File: src/rtl/mult_seq_ctrl.sv
// mult_seq_ctrl: Moore FSM sequencing a shift-add multiplier datapath
// (load, WIDTH x {add-or-hold, shift}, done) with a start / done-ack handshake.
module mult_seq_ctrl #(
  parameter int WIDTH = 4,
  parameter int CNT_W = 4
) (
  input  logic clk,
  input  logic rst_n,
  input  logic start,
  input  logic ack,
  input  logic abort,
  input  logic b_lsb,
  output logic ld_ab,
  output logic clr_p,
  output logic add_sel,
  output logic p_en,
  output logic shift_en,
  output logic busy,
  output logic done
);
  typedef enum logic [2:0] {IDLE, LOAD, EVAL, SHIFT, DONE} state_t;
  state_t state_q, state_d;
  logic [CNT_W-1:0] cnt_q;
  logic ld_q, pen_q, sh_q, busy_q, done_q;
  logic in_op;
  always_comb begin
    in_op = (state_q == LOAD) || (state_q == EVAL) || (state_q == SHIFT);
    state_d = state_q;
    case (state_q)
      IDLE:    state_d = start ? LOAD : IDLE;
      LOAD:    state_d = EVAL;
      EVAL:    state_d = SHIFT;
      SHIFT:   state_d = (cnt_q == CNT_W'(WIDTH - 1)) ? DONE : EVAL;
      DONE:    state_d = !ack ? DONE : start ? LOAD : IDLE;
      default: state_d = IDLE;
    endcase
    if (abort && in_op) state_d = IDLE;
  end
  // Outputs are registered from the next state so they track the state register exactly.
  always_ff @(posedge clk or negedge rst_n) begin
    if (!rst_n) begin
      state_q <= IDLE;
      cnt_q   <= '0;
      ld_q    <= 1'b0;
      pen_q   <= 1'b0;
      sh_q    <= 1'b0;
      busy_q  <= 1'b0;
      done_q  <= 1'b0;
    end else begin
      state_q <= state_d;
      cnt_q   <= (state_q == LOAD) ? '0 : (state_q == SHIFT) ? cnt_q + CNT_W'(1) : cnt_q;
      ld_q    <= state_d == LOAD;
      pen_q   <= state_d == EVAL;
      sh_q    <= state_d == SHIFT;
      busy_q  <= (state_d == LOAD) || (state_d == EVAL) || (state_d == SHIFT);
      done_q  <= state_d == DONE;
    end
  end
  // Gating with the EVAL flag keeps b_lsb from reaching add_sel in any other state.
  assign add_sel  = pen_q & b_lsb;
  assign ld_ab    = ld_q;
  assign clr_p    = ld_q;
  assign p_en     = pen_q;
  assign shift_en = sh_q;
  assign busy     = busy_q;
  assign done     = done_q;
endmodule
File: config.mk
export PLATFORM = sky130hd
export DESIGN_NAME = mult_seq_ctrl
export DESIGN_NICKNAME = d
export VERILOG_FILES = /design/src/rtl/mult_seq_ctrl.sv
export SDC_FILE = /design/constraint.sdc
export NUM_CORES = 1
export LEC_CHECK = 0
export CORE_AREA = 2 2 39 41
export CTS_CLUSTER_SIZE = 24
export DETAILED_ROUTE_END_ITERATION = 7
export DIE_AREA = 0 0 41 43
export GPL_TIMING_DRIVEN = 0
export PLACE_DENSITY = 0.66
export RECOVER_POWER = 100
export SLEW_MARGIN = 20
export SYNTH_ARGS = -nofsm -noshare
export SYNTH_HDL_FRONTEND = slang
export SYNTH_SLANG_ARGS = --single-unit
File: constraint.sdc
create_clock -name clk -period 2.4 [get_ports clk]
set_input_delay 0.24 -clock clk [delete_from_list [all_inputs] [get_ports clk]]
set_output_delay 0.24 -clock clk [all_outputs]
set_load 0.005 [all_outputs]
Word level (Yosys, flattened, before mapping)
Index checks and enable logic that the tools add are counted.

Register bits: 12. Input port bits: 6. Output and inout port bits: 7. Logic and storage cells: 32.

Add/sub/neg operators: 1. Equal/unequal tests: 9. Muxes and demuxes: 7. Bitwise logic cells: 1. Reductions and logical operators: 7.

Operators with widths (number): $pmux W3 S5 (1); $eq A3 B2 Y1 const B (4); $mux W3 (3); $mux W4 (2); $eq A3 B1 Y1 const B (2); $eq A3 B3 Y1 const B (2); $add A4 B1 Y4 const B (1); $eq A4 B2 Y1 const B (1); $logic_or A1 B1 Y1 (4); $logic_not A3 Y1 (1); $reduce_bool A2 Y1 (1); $and A1 B1 Y1 (1); $logic_and A1 B1 Y1 (1); $mux W1 (1).

Depth between registers and ports, before layout
Word-level depth: 8. Gate-level depth with buffers: 4. Gate-level depth less buffers: 4.

Worst setup path before layout
OpenSTA, ideal clock, no wires.

Path type: reg2reg. Start: reg state_q[2]. End: reg cnt_q[3]. Setup time: 0.069 ns. Arrival: 1.255 ns. Required time: 2.331 ns. Setup slack: 1.076 ns. Stages on the path, launching flop included: 5. Path buffers: 1. Period minus slack after synthesis: 1.324 ns. Cells stage by stage: dfrtp_1 > nand2b_1 > buf_6 > or4b_1 > nand3_1.

Longest elaborated chain between the ends: 2. Elaborated cells on any way between the ends: 4. Classes of those cells: 2 x eq/ne; 1 x mux; 1 x reduce/logical.

RTL lines: start, declared (RTL line 22) `state_t state_q, state_d;`; start signal, assigned (RTL line 50) `state_q <= state_d;`; $eq A3 B1 Y1 / $eq A3 B2 Y1 (equally long branches) (RTL line 51) `cnt_q <= (state_q == LOAD) ? '0 : (state_q == SHIFT) ? cnt_q + CNT_W'(1) : cnt_q;`; $mux W4 / $reduce_bool A2 Y1 (equally long branches); end signal, assigned (RTL line 51); end, declared (RTL line 23) `logic [CNT_W-1:0] cnt_q;`.

Parallel ways exist; a longest one is shown, timed or not. A chain may end at the register's enable or synchronous reset.

Worst setup path after layout
Start: reg pen_q, in the netlist p_en. End: out add_sel.

Longest elaborated chain between the ends: 1.

RTL lines: start, declared (RTL line 24) `logic ld_q, pen_q, sh_q, busy_q, done_q;`; start signal, assigned (RTL line 45) `pen_q <= 1'b0;`; start signal, assigned (RTL line 53) `pen_q <= state_d == EVAL;`; $and A1 B1 Y1 (RTL line 60) `assign add_sel = pen_q & b_lsb;`; end, declared (RTL line 15) `output logic add_sel,`.

No other way between the ends.

==> flow_results.xml <==
<?xml version="1.0" encoding="UTF-8"?>
<metrics>
  <group name="status">
    <metric name="outcome" unit="">finished, final reports clean</metric>
  </group>
  <group name="clocking">
    <metric name="htree_num_levels" unit="">1</metric>
    <metric name="ctsHoldBuffers" unit="">0</metric>
    <metric name="clock_latency" unit="ns">0.27</metric>
    <metric name="tritoncts" unit="">done</metric>
    <metric name="post_cts_buffers" unit="">0</metric>
    <metric name="clk_path_buf_depth" unit="">2</metric>
    <metric name="cts.root.buffer_cell" unit="">clkbuf_4</metric>
    <metric name="cts_resized" unit="">0</metric>
    <metric name="cts_buffers" unit="">3</metric>
    <metric name="clkSinkCount" unit="">12</metric>
    <metric name="cts.reportedPaths.clkPinSlew" unit="ns">0.08</metric>
  </group>
  <group name="logic_synthesis">
    <metric name="post_synth_inst_count" unit="">48</metric>
    <metric name="synth_nets" unit="">55</metric>
    <metric name="library_cells_used_by_synthesis" unit="">22</metric>
    <metric name="post_synth.cell_area_avg" unit="um^2">10.9</metric>
    <metric name="synth.ff_latch_count" unit="">12</metric>
    <metric name="yosysWarningCount" unit="">0</metric>
    <metric name="post_synth_design_cell_area" unit="um^2">524</metric>
    <metric name="ys_seq_area_share" unit="%">57.3</metric>
  </group>
  <group name="sta">
    <metric name="finalClockSkew" unit="ns">0.00188</metric>
    <metric name="finalSetupTns" unit="ns">0</metric>
    <metric name="final.period_utilization" unit="%">66.1</metric>
    <metric name="setup_slack_after_layout" unit="ns">0.814</metric>
    <metric name="rsz0062_at_grt" unit="">false</metric>
    <metric name="timing.final.crit_period" unit="ns">1.59</metric>
    <metric name="timing.final.setup_violations" unit="">0</metric>
    <metric name="timing.slew.headroom" unit="%">60.8</metric>
    <metric name="tightest_slew" unit="ns">0.583</metric>
    <metric name="max_clock_freq" unit="GHz">0.631</metric>
    <metric name="slew_violations" unit="">0</metric>
    <metric name="hold_violations" unit="">0</metric>
  </group>
  <group name="routing">
    <metric name="via_count" unit="">398</metric>
    <metric name="post-route-drc-count" unit="">0</metric>
    <metric name="number_of_detailed_route_iterations_in_the_first_pass" unit="">4</metric>
    <metric name="antenna_left" unit="">0</metric>
    <metric name="drt-total-wl" unit="um">914</metric>
    <metric name="drt_iter0_drc" unit="">16</metric>
    <metric name="ratio_of_routed_vias_to_standard_cells" unit="">4.98</metric>
    <metric name="wl_per_cell" unit="um">11.4</metric>
  </group>
  <group name="finish">
    <metric name="mostFrequentLayoutCell" unit="">dfrtp_1</metric>
    <metric name="count_of_nets_after_finishing" unit="">72</metric>
    <metric name="drive_above_1_share" unit="%">9.38</metric>
    <metric name="insertedDiodeCount" unit="">0</metric>
    <metric name="mostFrequentLayoutCells" unit="">dfrtp_1, dlygate4sd3_1</metric>
    <metric name="area.growth.synth_to_final" unit="%">32.0</metric>
  </group>
  <group name="floorplanning">
    <metric name="ios" unit="">13</metric>
    <metric name="core_area" unit="um^2">1380</metric>
    <metric name="start_util" unit="%">37.9</metric>
    <metric name="die_area" unit="um^2">1760</metric>
    <metric name="chipWidth" unit="um">41</metric>
    <metric name="rows" unit="">14</metric>
    <metric name="die_height" unit="um">43</metric>
  </group>
  <group name="global_routing">
    <metric name="grt_first_pass_wirelength" unit="um">1700</metric>
    <metric name="number_of_antenna_violations_at_the_first_check_in_global_routing" unit="">0</metric>
    <metric name="globalRouteOverflowTotal" unit="">0</metric>
    <metric name="vias_in_the_first_global_route" unit="">368</metric>
    <metric name="global_route.usage.total" unit="%">14.3</metric>
    <metric name="pin_count_of_the_biggest_net_entering_global_routing" unit="">13</metric>
  </group>
  <group name="worst_setup_path">
    <metric name="critPathKind" unit="">flop to output port</metric>
    <metric name="worst-r2r-cell-count" unit="">4</metric>
    <metric name="ff2ff_setup_slack" unit="ns">0.87</metric>
    <metric name="crit_required" unit="ns">2.16</metric>
    <metric name="worst_setup_path_start_kind" unit="">flop</metric>
    <metric name="critical_path_arrival" unit="ns">1.35</metric>
    <metric name="regToRegStartpoint" unit="">state_q[1]$_DFF_PN0_</metric>
    <metric name="critical_path_source" unit="">p_en$_DFF_PN0_</metric>
    <metric name="maximum_fanout_along_the_worst_path" unit="">2</metric>
    <metric name="endpoint_kind" unit="">output port</metric>
    <metric name="timing.rr.end" unit="">state_q[2]$_DFF_PN0_</metric>
    <metric name="critPathCapture" unit="">add_sel</metric>
  </group>
  <group name="power">
    <metric name="swShare" unit="%">26.7</metric>
    <metric name="ir_worst_vdd" unit="uV">402</metric>
    <metric name="power.density" unit="nW/um^2">741</metric>
    <metric name="comb_power_share" unit="%">20.1</metric>
    <metric name="power.internal" unit="uW">376</metric>
    <metric name="p_switching" unit="uW">137</metric>
    <metric name="power.sequential.fraction" unit="%">48.6</metric>
    <metric name="power.share.clock" unit="%">31.3</metric>
    <metric name="leakage_power" unit="uW">0.000324</metric>
  </group>
  <group name="place">
    <metric name="dp_slack" unit="ns">0.878</metric>
    <metric name="place.port_buffers" unit="">12</metric>
    <metric name="placer_congestion_estimate" unit="">0.692</metric>
    <metric name="detailedPlacementHpwl" unit="um">636</metric>
  </group>
  <group name="worst_hold_path">
    <metric name="hold_path_class" unit="">primary input to asynchronous set/reset pin</metric>
  </group>
  <group name="flow_run">
    <metric name="max-cap-violations" unit="">0</metric>
  </group>
</metrics>
through the flow:
stage	utilization (%)	hold slack (ns)	power [uW]	area (um^2)	std cells
finish	50.0	0.379	512	692	80
global route	50.0	0.446	547	692	80
CTS	50.6	0.332	530	701	80
detailed placement	48.0	0.499	369	664	76
global placement	48.0	0.492	368	664	76
floorplan	-	-0.0556	314	524	48
cell type report:
class | instances | area (um^2)
buffer | 3 | 15.0
clock buffer | 4 | 36.3
fill | 129 | 692
inverter | 1 | 3.75
multi-input combinational | 32 | 196
sequential | 12 | 300
tap | 16 | 20.0
timing repair buffer | 12 | 120
sequential cells by signal, summed over array words and instances (netlist names):
signal,flops
busy,1
clr_p,1
cnt_q,4
done,1
p_en,1
shift_en,1
state_q,3
power groups by stage:
stage               registers, uW  logic, uW  clock network, uW
global route                  253        123                171
detailed placement            253        116                  0
finish                        249        103                161
floorplan                     251       62.9                  0
global placement              253        115                  0
CTS                           249        117                164
worst max-delay path, cell delays in order, from the launching register on:
cell and delay [ns]:
dfrtp_1 0.37, and2_1 0.14, dlygate4sd3_1 0.56
worst min-delay path by stage:
stage                                 to  slack, ns  cells past startpoint
floorplan                 busy$_DFF_PN0_      -0.06                      0
global placement    cnt_q[1]$_DFFE_PN0P_       0.49                      2
detailed placement  cnt_q[1]$_DFFE_PN0P_       0.50                      2
CTS                       done$_DFF_PN0_       0.33                      1
global route              done$_DFF_PN0_       0.45                      1
finish                    p_en$_DFF_PN0_       0.38                      1
layer usage:
metal  up-vias  global-route usage, %  routed length, um
met5         -                      0                  0
met4         0                   10.0                 18
met3         2                   1.57                 34
met2        13                   17.8                411
met1       182                   22.0                450
li1        201                      -                  -
cell usage after synthesis:
cell type / instances / area, um^2
a22o_1: 2 / 17.5
a22o_2: 1 / 10.0
a31oi_1: 1 / 6.26
and2_1: 1 / 6.26
and3_1: 1 / 6.26
buf_2: 1 / 5.00
buf_4: 1 / 7.51
buf_6: 1 / 11.3
dfrtp_1: 12 / 300
ha_1: 1 / 12.5
inv_1: 1 / 3.75
nand2_1: 4 / 15.0
nand2b_1: 4 / 25.0
nand3_1: 4 / 20.0
nor2_1: 2 / 7.51
nor3_1: 3 / 15.0
nor4_1: 1 / 6.26
nor4b_1: 1 / 8.76
o21ai_0: 3 / 15.0
o31ai_1: 1 / 7.51
or2b_1: 1 / 7.51
or4b_1: 1 / 10.0
kinds of logic (layout without fill, tap and decap cells):
family	count (synthesis)	in the layout	synth area share (%)
DFF	12	12	57.3
adders and majority gates	1	1	2.39
and+or+nand+nor	23	23	24.3
AOI/OAI and AO/OA	8	8	10.7
buffers and inverters	4	20	5.25
Power figures use the tool's default switching activity.
